--- src/rtl/div_32bit.sv ---
// Iterative radix-2 restoring divider with RV32M DIV/DIVU/REM/REMU semantics.
// One quotient bit per cycle, valid/ready request handshake, result held until acknowledged.
module div_32bit #(
  parameter int WIDTH = 32
) (
  input  logic             clk_i,
  input  logic             rst_i,
  input  logic             start_i,
  output logic             ready_o,
  input  logic             signed_i,
  input  logic [WIDTH-1:0] a_i,
  input  logic [WIDTH-1:0] b_i,
  output logic             valid_o,
  input  logic             result_ready_i,
  output logic [WIDTH-1:0] quotient_o,
  output logic [WIDTH-1:0] remainder_o,
  output logic             busy_o
);

  localparam int CW = $clog2(WIDTH);

  typedef enum logic [1:0] {IDLE, CALC, DONE} state_t;

  state_t           state, state_next;
  logic [CW-1:0]    count;
  logic [WIDTH-1:0] rem, quo, div_mag;
  logic             neg_q, neg_r;

  logic             div_zero, overflow, last;
  logic [WIDTH-1:0] a_mag, b_mag, rem_next, quo_next;
  logic [WIDTH:0]   shifted, diff;

  always_comb begin
    div_zero = (b_i == '0);
    overflow = signed_i && (a_i == {1'b1, {(WIDTH-1){1'b0}}}) && (b_i == '1);
    a_mag    = (signed_i && a_i[WIDTH-1]) ? -a_i : a_i;
    b_mag    = (signed_i && b_i[WIDTH-1]) ? -b_i : b_i;
    last     = (count == CW'(WIDTH-1));
  end

  // A negative trial difference (MSB of the WIDTH+1-bit result) means restore.
  always_comb begin
    shifted  = {rem, quo[WIDTH-1]};
    diff     = shifted - {1'b0, div_mag};
    rem_next = diff[WIDTH] ? shifted[WIDTH-1:0] : diff[WIDTH-1:0];
    quo_next = {quo[WIDTH-2:0], ~diff[WIDTH]};
  end

  always_ff @(posedge clk_i or posedge rst_i) begin
    if (rst_i) state <= IDLE;
    else       state <= state_next;
  end

  always_comb begin
    state_next = state;
    case (state)
      IDLE: if (start_i) state_next = (div_zero || overflow) ? DONE : CALC;
      CALC: if (last)    state_next = DONE;
      DONE: if (result_ready_i) state_next = IDLE;
      default: state_next = IDLE;
    endcase
  end

  always_comb begin
    ready_o = (state == IDLE);
    valid_o = (state == DONE);
    busy_o  = (state == CALC) || (state == DONE);
  end

  // Special cases resolve at accept; the last iteration applies the sign fix-up directly.
  always_ff @(posedge clk_i or posedge rst_i) begin
    if (rst_i) begin
      count       <= '0;
      rem         <= '0;
      quo         <= '0;
      div_mag     <= '0;
      neg_q       <= 1'b0;
      neg_r       <= 1'b0;
      quotient_o  <= '0;
      remainder_o <= '0;
    end else begin
      case (state)
        IDLE: begin
          if (start_i) begin
            if (div_zero) begin
              quotient_o  <= '1;
              remainder_o <= a_i;
            end else if (overflow) begin
              quotient_o  <= {1'b1, {(WIDTH-1){1'b0}}};
              remainder_o <= '0;
            end else begin
              count   <= '0;
              rem     <= '0;
              quo     <= a_mag;
              div_mag <= b_mag;
              neg_q   <= signed_i && (a_i[WIDTH-1] ^ b_i[WIDTH-1]);
              neg_r   <= signed_i && a_i[WIDTH-1];
            end
          end
        end
        CALC: begin
          count <= count + 1'b1;
          rem   <= rem_next;
          quo   <= quo_next;
          if (last) begin
            quotient_o  <= neg_q ? -quo_next : quo_next;
            remainder_o <= neg_r ? -rem_next : rem_next;
          end
        end
        default: ;
      endcase
    end
  end

endmodule

--- config.mk ---
export PLATFORM = sky130hd
export DESIGN_NAME = div_32bit
export DESIGN_NICKNAME = d
export VERILOG_FILES = /design/src/rtl/div_32bit.sv
export SDC_FILE = /design/constraint.sdc
export NUM_CORES = 1
export LEC_CHECK = 0
export ABC_AREA = 1
export CORE_MARGIN = 2
export CORE_UTILIZATION = 35
export CTS_CLUSTER_SIZE = 14
export DETAILED_ROUTE_END_ITERATION = 7
export SLEW_MARGIN = 20
export SYNTH_ARGS = -nofsm -noshare
export SYNTH_HDL_FRONTEND = slang
export SYNTH_SLANG_ARGS = --single-unit
--- constraint.sdc ---
create_clock -name clk_i -period 7.7 [get_ports clk_i]
set_clock_uncertainty 0.2 [all_clocks]
set_input_delay 2.31 -clock clk_i [delete_from_list [all_inputs] [get_ports clk_i]]
set_output_delay 2.31 -clock clk_i [all_outputs]
set_load 0.03 [all_outputs]
==> run summary <==
Final worst-path cycle share: 82.51%
Final Hold Fails: 0
Number of diodes: 0
RD Place Congestion: 0.9273
DRC Markers: 0
Final core occ: 41.66%
Synthesized area per cell: 6.424 µm²
Slew Viols, Final: 0
Area Overhead vs Synth: 17.90%
Cts bufs inserted: 17
Placed inst area: 0.01543 mm²
Final min period: 6.353 ns
CTS root buffer: clkbuf_16
Post-synth cell types: 52
CP max-delay cell: clkdlybuf4s50_1
Ratio of cells with drive above 1 in the final layout: 5.322%
Syn nets: 2,233
Synth Instances: 2,121
Slew margin rel.: 38.73%
Setup CP Type: in2reg
Largest cells by area after synthesis: dfrtp_1, nand2_1, inv_1
Die Y-Extent: 201.3 µm
Crit path max fanout: 65
Detailed Route WL: 46.09 mm
Worst-margin pin slew: 0.9191 ns
Hold WC Path Type: reg2reg
Final nets: 2,336
Most numerous cell in the Yosys netlist: nand2_1
Clk_lat worst skew: 0.46 ns
Largest area contributor in the netlist: dfrtp_1
CTS tree: done
Main flop type after synthesis: dfrtp_1
Initial antenna violation count: 0
Initial Utilization: 35.34%
Worst setup EP type: register
IO Count: 136
H-tree depth: 4
Via density: 5.137
Endpoints failing setup: 0
HPWL after DPL: 35.54 mm
CTS resizes: 0
Synth warn: 0
Total Routing Usage GR: 22.98%
Post-CTS Hold Buffers: 0
Post-synth EDFFs: 0
Async set or reset register ratio after synthesis: 100.0%
Initial DRC Count: 1,483
CP most frequent cell: nand2_1
Row count: 72
Worst setup SP type: input pin
Number of routed nets with antenna violations: 0
Clock transition at the registers of the reported paths: 0.07 ns
Area share of the largest cell type after synthesis: 31.04%
Arrival time at the worst endpoint: 6.53 ns
Metal2 WL: 20.64 mm
CTS Buffer Depth: 2
Worst Path Required: 7.88 ns
Die W: 201.3 µm
First-pass GRT wire length: 74.00 mm
Max layer used: met4
Average routed wire per standard cell: 16.74 µm
Vias in the first global route: 13,535
Met3 Wirelength: 2.988 mm
Pre-antenna DRT Iters: 6
Seq/Total Area, Yosys: 31.04%
Fin area: 0.01606 mm²
Vias: 14,147
CP max stage delay: 0.61 ns
Clock sink count: 169
RSZ-0062 raised after global routing: false
Synth Cell Area: 0.01363 mm²
Max frequency: 157.4 MHz
Synth cell count leaders: nand2_1, inv_1, nor2_1
Buffer count from post-CTS setup fixing: 0
Status: finished, final reports clean
Total core area: 0.03856 mm²
Hold slack: 0.2850 ns
M1 WL: 21.68 mm
CP cell instances: clkdlybuf4s50_1, inv_1, ha_1, nor3b_2, nand2_1, nor3_2, nand2_1, nor4_1, nand4_1, nand2_1, inv_1, nand2_1, nand2_1, buf_4, inv_2, buf_4, nor2_1, a31oi_1
I/O Buffers: 135
Total congestion overflow: 0
Setup TNS: 0 ns
Die area: 0.04052 mm²
Pin count of the biggest net entering global routing: 93
FF+latch count, synth: 169
Max_cap viols: 0
-- area by class of cell --
cell class | count | area (µm²)
fillers | 4164 | 22490
multi-input cells | 1567 | 7889
flip-flops and latches | 169 | 4230
repair buffers | 150 | 1464
inverters | 319 | 1202
well taps | 518 | 648.1
clock buffers | 19 | 442.9
clock inverters | 12 | 187.7
-- flip-flops by register name (all words and copies together), names as in the netlist --
signal / count
neg_r: 1
count: 5
rem: 32
div_mag: 32
quotient_o: 32
state: 2
remainder_o: 32
quo: 32
neg_q: 1
-- cell usage in the layout, fill, tap and decap left out, types with 11 or more instances in the layout --
master	instances
xor2_1	55
clkbuf_16	17
nor2_2	11
clkdlybuf4s50_1	135
o221ai_1	22
dfrtp_1	168
ha_1	41
a21oi_1	131
xnor2_1	13
o22ai_1	25
nor2_1	231
nand2_1	607
nand4_1	34
buf_4	15
inv_2	11
nand3_1	162
nor3_1	17
nor4_1	13
inv_1	304
o21ai_0	101
nand2_2	19
-- critical path, delay by kind of cell --
| kind | cells | cell delay, ns |
|---|---|---|
| AND/OR/NAND/NOR | 10 | 1.98 |
| adder cells (fa/ha/maj) | 1 | 0.19 |
| buffers and inverters | 6 | 1.85 |
| AO/OA/AOI/OAI | 1 | 0.15 |
-- per-stage QoR --
stage	std cells	setup slack (ns)
floorplan	2121	0.6149
global placement	2723	0.7842
detailed placement	2723	0.9780
CTS	2754	1.450
global route	2754	1.095
finish	2754	1.347
-- path summary, 6_finish.rpt --
check / cells past startpoint / slack [ns] / end / startpoint
max: 18 / 1.35 / quotient_o[31] / a_i[0]
min: 2 / 0.29 / div_mag[30] / div_mag[30]
max reg2reg: 29 / 2.39 / quotient_o[28] / quo[31]
min reg2reg: 2 / 0.29 / div_mag[30] / div_mag[30]
max in group asynchronous: 3 / 3.83 / quo[14] / rst_i
min in group asynchronous: 2 / 2.23 / div_mag[3] / rst_i
-- layer usage --
metal	up-vias	track usage (%)
met5	-	0
met4	0	5.593
met3	51	3.790
met2	442	36.73
met1	6634	32.39
li1	7020	-
-- cells by family after synthesis --
family          after synthesis  synth area share, %
simple gates               1130                35.78
buf+inv                     385                11.16
compound gates              326                13.65
flops                       169                31.04
xor+xnor                     68                4.371
fa+ha+maj                    43                4.004
Power is left out: the tool's default activity adds up to more than one toggle a clock period on the data nets, which glitch-free logic cannot reach.
